## config.mk

```make
export PLATFORM = sky130hd
export DESIGN_NAME = ram_arbiter
export DESIGN_NICKNAME = d
export VERILOG_FILES = /design/src/rtl/kt8_pkg.sv /design/src/rtl/arb_rr2.sv /design/src/rtl/ram_arbiter.sv
export SDC_FILE = /design/constraint.sdc
export NUM_CORES = 1
export LEC_CHECK = 0
export CORE_MARGIN = 2
export CORE_UTILIZATION = 39
export CTS_CLUSTER_DIAMETER = 100
export DETAILED_ROUTE_END_ITERATION = 10
export GPL_TIMING_DRIVEN = 0
export PLACE_DENSITY_LB_ADDON = 0.3
export REMOVE_ABC_BUFFERS = 1
export SYNTH_ARGS = -nofsm -noshare
export SYNTH_HDL_FRONTEND = slang
export SYNTH_SLANG_ARGS = --single-unit
```

## constraint.sdc

```tcl
create_clock -name clk_i -period 1.4 [get_ports clk_i]
set_input_delay 0.28 -clock clk_i [delete_from_list [all_inputs] [get_ports clk_i]]
set_output_delay 0.28 -clock clk_i [all_outputs]
set_load 0.005 [all_outputs]
```

## src/rtl/kt8_pkg.sv

```systemverilog
// ---------------------------------------------------------------------------
// kt8_pkg
// Shared definitions for the KT8 RAM subsystem: RAM geometry, the arbiter
// state encoding and the requester index constants.
// ---------------------------------------------------------------------------
package kt8_pkg;

    localparam int KT8_ADDR_W = 4;
    localparam int KT8_DATA_W = 8;

    // Arbiter sequencing states; ACCESS drives the RAM, CAPTURE samples it.
    typedef enum logic [1:0] {
        IDLE    = 2'd0,
        ACCESS  = 2'd1,
        CAPTURE = 2'd2
    } arb_state_t;

    // Requester indices, as reported on gnt_o.
    localparam logic REQ_CPU  = 1'b0;
    localparam logic REQ_LOAD = 1'b1;

endpackage

```

## src/rtl/arb_rr2.sv

```systemverilog
// ---------------------------------------------------------------------------
// arb_rr2
// Two-way round-robin picker. The winner is combinational from the (already
// masked) requests and the pointer; the pointer only moves when both
// requests compete and a grant is actually taken.
//
// Ports:
//   clk_i   system clock, rising edge
//   rst_i   synchronous reset, active-high (pointer favours REQ_CPU)
//   req     masked requests, bit N = requester N
//   take    a grant is being taken this cycle (arbiter is idle)
//   winner  index of the selected requester
//   valid   at least one request is present
// ---------------------------------------------------------------------------
module arb_rr2
    import kt8_pkg::*;
(
    input  logic       clk_i,
    input  logic       rst_i,
    input  logic [1:0] req,
    input  logic       take,
    output logic       winner,
    output logic       valid
);

    logic ptr;
    logic ptr_next;

    // NOTE: every signal assigned in always_comb gets a default first, so no
    // path through the block can leave it unassigned and infer a latch.
    always_comb begin
        winner   = REQ_CPU;
        ptr_next = ptr;
        unique case (req)
            2'b01:   winner = REQ_CPU;
            2'b10:   winner = REQ_LOAD;
            2'b11: begin
                // Contention: serve the pointer, then favour the other side.
                winner   = ptr;
                ptr_next = ~ptr;
            end
            default: winner = REQ_CPU;
        endcase
    end

    assign valid = |req;

    // NOTE: sequential state uses non-blocking assignments so every register
    // samples pre-edge values regardless of statement order.
    always_ff @(posedge clk_i) begin
        if (rst_i) begin
            ptr <= REQ_CPU;
        end else if (take && valid) begin
            ptr <= ptr_next;
        end
    end

endmodule

```

## src/rtl/ram_arbiter.sv

```systemverilog
// ---------------------------------------------------------------------------
// ram_arbiter
// Shares the KT8 16x8 single-port RAM between requester 0 (CPU datapath) and
// requester 1 (loader/debug). Each access is a fixed three-cycle sequence
// ACCESS -> CAPTURE -> IDLE(ack), so requesters never see RAM timing.
//
// Ports:
//   clk_i, rst_i                 clock, synchronous active-high reset
//   reqN_i/weN_i/addrN_i/wdataN_i  requester N access request and payload
//   ackN_o                       one-cycle completion pulse for requester N
//   rdataN_o                     data returned to N, held until its next ack
//   ram_addr_o/ram_data_o/ram_we_o  registered RAM control
//   ram_rdata_i                  RAM read data
//   busy_o                       transaction in progress
//   gnt_o                        requester owning the current/last access
// ---------------------------------------------------------------------------
module ram_arbiter
    import kt8_pkg::*;
#(
    parameter int ADDR_W = KT8_ADDR_W,
    parameter int DATA_W = KT8_DATA_W
) (
    input  logic              clk_i,
    input  logic              rst_i,

    input  logic              req0_i,
    input  logic              we0_i,
    input  logic [ADDR_W-1:0] addr0_i,
    input  logic [DATA_W-1:0] wdata0_i,
    output logic              ack0_o,
    output logic [DATA_W-1:0] rdata0_o,

    input  logic              req1_i,
    input  logic              we1_i,
    input  logic [ADDR_W-1:0] addr1_i,
    input  logic [DATA_W-1:0] wdata1_i,
    output logic              ack1_o,
    output logic [DATA_W-1:0] rdata1_o,

    output logic [ADDR_W-1:0] ram_addr_o,
    output logic [DATA_W-1:0] ram_data_o,
    output logic              ram_we_o,
    input  logic [DATA_W-1:0] ram_rdata_i,

    output logic              busy_o,
    output logic              gnt_o
);

    arb_state_t state;

    logic [1:0]        req_masked;
    logic              winner;
    logic              any_req;
    logic              sel_we;
    logic [ADDR_W-1:0] sel_addr;
    logic [DATA_W-1:0] sel_wdata;

    // A requester being acked this cycle still holds its old request; mask
    // it so the same access is never granted twice.
    assign req_masked = {req1_i & ~ack1_o, req0_i & ~ack0_o};

    arb_rr2 u_arb (
        .clk_i  (clk_i),
        .rst_i  (rst_i),
        .req    (req_masked),
        .take   (state == IDLE),
        .winner (winner),
        .valid  (any_req)
    );

    always_comb begin
        sel_we    = we0_i;
        sel_addr  = addr0_i;
        sel_wdata = wdata0_i;
        if (winner == REQ_LOAD) begin
            sel_we    = we1_i;
            sel_addr  = addr1_i;
            sel_wdata = wdata1_i;
        end
    end

    assign busy_o = (state != IDLE);

    // The RAM control registers double as the payload latch: loaded at the
    // grant edge and held through ACCESS and CAPTURE.
    always_ff @(posedge clk_i) begin
        if (rst_i) begin
            // NOTE: only control and output registers are reset; the RAM array
            // itself lives outside and keeps its contents across reset.
            state      <= IDLE;
            gnt_o      <= REQ_CPU;
            ack0_o     <= 1'b0;
            ack1_o     <= 1'b0;
            rdata0_o   <= '0;
            rdata1_o   <= '0;
            ram_addr_o <= '0;
            ram_data_o <= '0;
            ram_we_o   <= 1'b0;
        end else begin
            ack0_o <= 1'b0;
            ack1_o <= 1'b0;
            unique case (state)
                IDLE: begin
                    if (any_req) begin
                        gnt_o      <= winner;
                        ram_addr_o <= sel_addr;
                        ram_data_o <= sel_wdata;
                        ram_we_o   <= sel_we;
                        state      <= ACCESS;
                    end
                end
                ACCESS: begin
                    // The write commits at this edge; address stays put.
                    ram_we_o <= 1'b0;
                    state    <= CAPTURE;
                end
                CAPTURE: begin
                    if (gnt_o == REQ_LOAD) begin
                        rdata1_o <= ram_rdata_i;
                        ack1_o   <= 1'b1;
                    end else begin
                        rdata0_o <= ram_rdata_i;
                        ack0_o   <= 1'b1;
                    end
                    state <= IDLE;
                end
                default: begin
                    ram_we_o <= 1'b0;
                    state    <= IDLE;
                end
            endcase
        end
    end

endmodule

```

==> results.txt, run 1 <==
The flow ran to the end, and the final reports show no timing, DRC or antenna violations. The total number of placement rows came out at 21. The count of boundary I/O pins came out at 71. STA classifies the critical path startpoint as an input pin. The total congestion overflow is 0. After detailed routing, the average wire length per cell comes to 13.6 um. Setup repair after global routing could not meet its margin everywhere.

The master cell of the clock root buffer is clkbuf_4. In the routed layout, each cell is associated on average with a via count of around 4.9. The maximum fanout along the worst path came out at 6. The Yosys warning count came out at 0. The worst-case clock skew is roughly 0.009 ns.

The sequential cell area came out at 738 um2. Dividing the final minimum period by the clock period gives 99.4%. Dividing total power by cell area gives a power density of 905 nW/um2. The internal reg-to-reg setup slack came out at 0.06 ns. The post-place instance area is 2130 um2.

Once routing completed, OpenROAD measured the worst setup slack at 0.00806 ns. The critical path required time came out at 1.62 ns. For this block, the initial DRC count from the detailed router was 49. The area growth from synthesis to final layout is 64.5%. In the layout the commonest cells are clkdlybuf4s50_1 (35), nor2_1 (32), dlygate4sd2_1 (32). The smallest clock period supported by the final layout is computed as 1.39 ns. The total clock buffers created by CTS is 5. The cell count of the worst reg-to-reg path is 5.

The die boundary width is 64.4 um. The global placement routability congestion is 0.655. The most common library cell in the layout ignoring fill and taps is clkdlybuf4s50_1. After detailed routing, the number of remaining DRC violations is 0. The largest voltage drop on the vdd net is 0.612 mV.

The sink of the worst hold path is ram_we_o. The worst register-to-register path begins at state[0]. The number of antenna violations at the first check in global routing came out at 0. After synthesis the cells add up to 1420 um2. The fraction of final layout cells sized beyond drive strength 1 came out at between 20% and 30%. The final standard cell area without fillers came out at roughly 2300 um2. The final-report max-slew violation count came out at 0.

The mean instance size in the synthesized netlist came out at about 9.7 um2. The largest net degree at the start of global routing came out at 36. The leakage power summed over all cells is 1.09 nW. The total die area came out at 4140 um2. The overall via count from detail_route is 1359. The count of inserted antenna diode cells came out at 0. Along the worst hold path, the cell count comes to 1. The endpoint identified for the worst register-to-register timing path is ram_data_o[6]. For this configuration, the core starts out at a cell density of 41.6%.

STA classifies the critical path endpoint as a flip-flop. Wire segments on met3 add up to around 370 um in the final route. The insertion delay to the later sink of the worst-skew pair is 0.32 ns.

Synthesis produced a netlist whose cell count is approximately 150. The tool flagged a number of max-cap violations equal to 0. By startpoint and endpoint, the worst setup path is classified as in2reg.

The first global-routing pass estimated 6200 um of wire. The routed metal-1 wirelength is 1500 um. The hold violation total from the final report came to 0. The worst setup slack before clock tree synthesis is -0.797 ns. Static timing analysis puts the maximum clock frequency at 718 MHz. After synthesis, the cell types taking the most area are dfxtp_1 (49%), mux2i_1 (13%), nor2_1 (8.5%). For this run, the total global-route usage over all layers was measured as 19.0%. The multi-input combinational cells in the finished layout cover a total of 732 um2. TritonCTS built the clock tree.

The post-route antenna net violation count is 0. The aggregate routed wire length is 3740 um. Counting every sink on the clock net gives 35.

The area of the core came out at 3420 um2. The total of endpoints with negative setup slack in the final report is 0. After synthesis the netlist holds a flip-flop and latch count of 35. In this run the number of H-tree levels came out at 2. The worst hold path class is reg2reg. Counting along the longest clock path gives a buffer depth of 2. The signal arrival time at the worst endpoint is 1.61 ns. The top layer reached by signal wires is met4.

The wire-length estimate of the detail-placed layout is roughly 2400 um. The die boundary height is 64.4 um. The worst pin sits at a relative slew slack of 52.6%. After synthesis, the netlist uses 23 different library cells. The largest total area in the synthesized netlist belongs to dfxtp_1. The number of buffers inserted by port buffering came out at 70. Counting the fill cells in the layout gives ~290. In this run the most critical hold path is launched from state[0].

The fraction of synthesized cell area taken by the top area cell type is 49.3%. The register area share after synthesis is 49.3%. The pre-antenna-repair detailed-routing pass consisted of 4 iterations. After clock tree synthesis, the clock-pin slew on the worst setup and hold paths is 0.10 ns. The post-layout net count is 268. In the detailed route, the total length drawn on met2 is 1830 um. The measured slew at the worst slew-check pin came out at 0.711 ns. The number of global-route vias before repair came out at 1309.
[state kept, by name, summed over array words and instances (netlist names)]
register,flops
ram_data_o,8
rdata0_o,8
rdata1_o,8
ram_addr_o,4
state,2
ack0_o,1
ack1_o,1
gnt_o,1
ram_we_o,1
u_arb.ptr,1
[logic make-up after synthesis]
| family | share of synthesized area [%] |
|---|---|
| AND/OR/NAND/NOR | 20.1 |
| XOR/XNOR | 0.616 |
| AO/OA/AOI/OAI | 13.4 |
| buffers and inverters | 3.96 |
| multiplexers | 12.7 |
| flip-flops | 49.3 |
[cell usage after synthesis]
cell type   n
nor3_1      1
nand2b_4    1
buf_2       3
nand3b_1    1
a21oi_1     1
dfxtp_1    35
nand2b_1    1
or2_4       1
o21ai_2     1
nor3b_1     2
xnor2_1     1
nor2_1     32
a311oi_2    6
clkbuf_1    4
buf_4       2
mux2i_1    18
a311oi_1    6
nand2_1    24
nor2b_1     3
a2111oi_1   1
buf_6       1
a21oi_4     1
o21a_1      1
[worst max-delay path by stage]
| stage | start | endpoint | depth (start not counted) |
|---|---|---|---|
| 2_1_floorplan | state[1] | rdata0_o[0] | 3 |
| 3_3_place_gp | state[1] | rdata0_o[0] | 3 |
| 3_5_place_dp | rst_i | ram_we_o | 2 |
| 4_1_cts | req1_i | ram_addr_o[0] | 6 |
| 5_1_grt | state[1] | u_arb.ptr | 5 |
| 6_report | req0_i | ram_data_o[3] | 6 |
[repair_timing]
action | in CTS | in global routing
setup endpoints to repair | 68 | 16
pin swaps | 6 | 4
buffers inserted | 14 | 1
hold buffers | 0 | 0
endpoints found under the hold margin | 0 | 0
gates cloned | 1 | 0
gates resized for setup | 73 | 5
[power by group]
part           switching [mW]  internal [mW]  leakage (nW)  total, mW
clock                   0.294          0.179        0.0242      0.472
combinational           0.230          0.306         0.771      0.535
sequential             0.0380           1.07         0.297       1.11
total                   0.561           1.55          1.09       2.12
[per-stage QoR]
stage / power (mW) / setup TNS (ns) / std cells / utilization (%) / hold WS (ns)
after floorplan: 1.32 / -3.34 / 137 / - / 0.348
after global placement: 1.59 / -20.64 / 253 / 62.2 / 0.475
after detailed placement: 1.61 / -21.01 / 253 / 62.3 / 0.483
after CTS: 2.12 / 0 / 274 / 67.7 / 0.458
after global routing: 2.24 / -0.172 / 275 / 68.5 / 0.480
final: 2.12 / 0 / 275 / 68.5 / 0.459
[critical path, stage by stage]
cell and delay, ns:
clkdlybuf4s50_1 0.51, nand2b_4 0.12, o21ai_4 0.19, buf_4 0.17, nand2_1 0.07, a311oi_2 0.27
[area by class of cell]
class / instances / area share (%)
repair buffers: 85 / 32.9
flip-flops and latches: 35 / 31.6
multi-input cells: 103 / 31.3
well taps: 46 / 2.46
clock buffers: 6 / 1.77
[metal layers]
layer  up-vias  GRT usage, %
li1        668             -
met1       629          21.4
met2        57          32.9
met3         5          6.51
met4         0          7.18
met5         -             0
(Power assumes the default switching activity.)
==> run 2, diff against run 1 <==
Settings changed: CORE_UTILIZATION 39 to 41, CTS_BUF_LIST set to sky130_fd_sc_hd__clkbuf_4 sky130_fd_sc_hd__clkbuf_8.
==> results.txt, run 2 (same netlist as run 1, synthesis figures left out) <==
The total number of placement rows came to 21 (unchanged). The final-report max-slew violation count came out at 0 (unchanged). The worst setup path is of the in2reg kind. The post-route total power is 2.38 mW (+12%). Setup repair after global routing could not meet its margin everywhere. The top cell types in the final layout, fill and taps aside, are clkdlybuf4s50_1 (35), dlygate4sd2_1 (33), nor2_1 (32). The time the worst path needs with I/O delays and setup is 1.40 ns (+0.0107 ns).

The power per standard cell area is 960 nW/um2 (+6.1%). The area of the core came to 3340 um2 (-2.3%). The cell count of the worst hold path is 1 (unchanged). The maximum number of buffers from clock root to sink was 2 (unchanged). The worst setup path is launched from an input pin.

The aggregate routed wire length is 4340 um (+16%). The number of antenna violations at the first check in global routing is 0 (unchanged). The overall via count from detail_route came out at 1432 (+5.4%).

The total congestion overflow was 0 (unchanged). The die boundary height is 62.9 um (-2.3%). The count of H-tree levels built during CTS is 2 (unchanged). The detailed-router iteration count before antenna repair came out at 4 (unchanged). The leakage power summed over all cells was 1.16 nW (+6.1%).

The signal on the critical path passes through clkdlybuf4s50_1 -> nand2b_4 -> o21ai_4 -> buf_6 -> nand2_1 -> a311oi_1. The startpoint identified for the worst register-to-register timing path is state[0]. Leaving out fill and tap cells, the most frequent cell in the layout is clkdlybuf4s50_1.

The total clock buffers created by CTS is 5 (unchanged). The aggregate global-route resource usage is 22.2% (+3.1 points). The count of inserted antenna diode cells came out at 0 (unchanged).

The total clock sinks was 35 (unchanged). The clock transition time at the flip-flop clock pins of the worst setup and hold paths is 0.12 ns (+0.02 ns). The count of boundary I/O pins is 71 (unchanged). The number of buffers inserted by port buffering is 70 (unchanged). The number of standard cells in the layout, taps in and fillers out came out at 283 (+2.9%).

The detailed-route DRC error count was 0 (unchanged). The multi-input combinational cell area is 761 um2 (+3.9%). The global placement routability congestion is 0.701 (+7.1%).

The maximum fanout along the worst path came out at 8 (+2). The cell count of the worst reg-to-reg path was 5 (unchanged). The fraction of final layout cells sized beyond drive strength 1 came out at 32.1% (+3.2 points). The starting DRC count in detailed routing is 67 (+37%). The checks that failed: negative setup slack. The total of endpoints with negative setup slack in the final report came out at 1 (+1). The worst hold path begins at state[1]. The half-perimeter wire length after placement was 2440 um (+2.6%). The worst setup margin came out at -0.00260 ns (-0.0107 ns).

The sequential cell area came out at 738 um2 (unchanged). The largest voltage drop on the vdd net came out at 0.610 mV (-0.32%). The post-layout net count came out at 274 (+2.2%).

The area growth from synthesis to final layout came out at 74.4%. The largest net degree at the start of global routing is 36 (unchanged). The most critical setup path has its startpoint at req0_i. The total die area is 3950 um2 (-4.6%).

TritonCTS built the clock tree. The signal arrival time at the worst endpoint came out at 1.65 ns (+0.04 ns). The worst setup slack before clock tree synthesis is -0.773 ns (+0.0240 ns). The largest stage delay on the critical path came out at 0.51 ns (about the same). The worst-case clock skew came out at 0.0173 ns (+0.00823 ns).

The count of max-cap constraint violations came out at 0 (unchanged). The worst hold path belongs to the class reg2reg. The layout filler cell count is 253 (-12%).

The average routed wire per standard cell came to 15.3 um (+13%). The vias per cell was 5.06 (+2.4%). The headroom to the max-slew limit is 49.0% (-3.6 points). In the final layout, the registers with the most flip-flops are ram_data_o x8, rdata0_o x8, rdata1_o x8. The highest achievable clock rate is 713 MHz (-0.76%). The final cell utilization of the core is 74.3% (+5.8 points). The insertion delay to the later sink of the worst-skew pair is 0.35 ns (+0.03 ns). The slowest library cell on the worst path is clkdlybuf4s50_1. The hold violation total from the final report was 0 (unchanged). The die boundary width is 62.9 um (-2.3%).

The final clock period utilization by the worst path is 100% (+0.76 points). The root buffer cell chosen for the clock tree is clkbuf_4. The critical path required time is 1.64 ns (+0.02 ns). The measured slew at the worst slew-check pin is 0.765 ns (+0.0538 ns). The count of placed standard cells including taps came out at 253 (unchanged). The initial core utilization is 42.6% (+0.98 points).

The post-route antenna net violation count came to 0 (unchanged). The first-pass GRT wire length came out at 6840 um (+10%). The sum of negative setup slack is -0.00260 ns (-0.00260 ns). STA classifies the critical path endpoint as a flip-flop. The flow ran to the end, but the final reports show violations. The number of global-route vias before repair is 1460 (+12%).
## run 2: changes by cell type in the layout (fill, tap and decap cells not counted), sizes merged
cell         before  now
clkbuf            6    8
dlygate4sd2      32   33
buf              17   21
o21a              1    2
## run 2: layout make-up
class                           instances  share of cell area [%]
Timing Repair Buffer                   90                    34.3
Multi-Input combinational cell        104                    30.7
Sequential cell                        35                    29.8
Clock buffer                            8                    2.93
Tap cell                               46                    2.32
## run 2: power by group
group	internal (mW)	switching, mW
Sequential	1.07	0.0396
Combinational	0.347	0.262
Clock	0.315	0.347
## run 2: path summary, 6_finish.rpt
path,end,slack [ns]
setup reg to reg,ram_data_o[6],0.05
hold reg to reg,state[1],0.45
setup / recovery,ram_data_o[4],-0.003
hold / removal,state[1],0.45
## run 2: metal layers
layer	routed length, um	part of all wire, %	GRT usage [%]	vias to the layer above
met5	0	0	0	-
met4	87	2.0	8.61	0
met3	383	8.8	8.83	8
met2	2180	50	38.0	75
met1	1690	39	24.4	667
li1	-	-	-	682
## run 2: what timing repair did
item                                    CTS  global route
gates resized for setup                  72            11
pin swaps                                 3             5
endpoints found under the setup margin   68            22
cloned                                    2             0
setup buffers                            17             2
hold buffers                              0             0
## run 2: stage by stage
| stage | hold WS [ns] | instance area [um2] |
|---|---|---|
| after floorplan | 0.348 | 1370 |
| after global placement | 0.474 | 2120 |
| after detailed placement | 0.481 | 2130 |
| after CTS | 0.443 | 2380 |
| after global routing | 0.469 | 2480 |
| final | 0.447 | 2480 |
## run 2: critical path, delay by kind of cell
family / cells / cell delay (ns)
buf+inv: 2 / 0.67
simple gates: 2 / 0.20
compound gates: 2 / 0.49
==> run 3, diff against run 2 <==
Settings changed: ABC_AREA set to 0, CTS_CLUSTER_SIZE set to 12.
==> results of run 3 <==
Same layout as run 2: the final DEF is identical, and so are final timing and power.
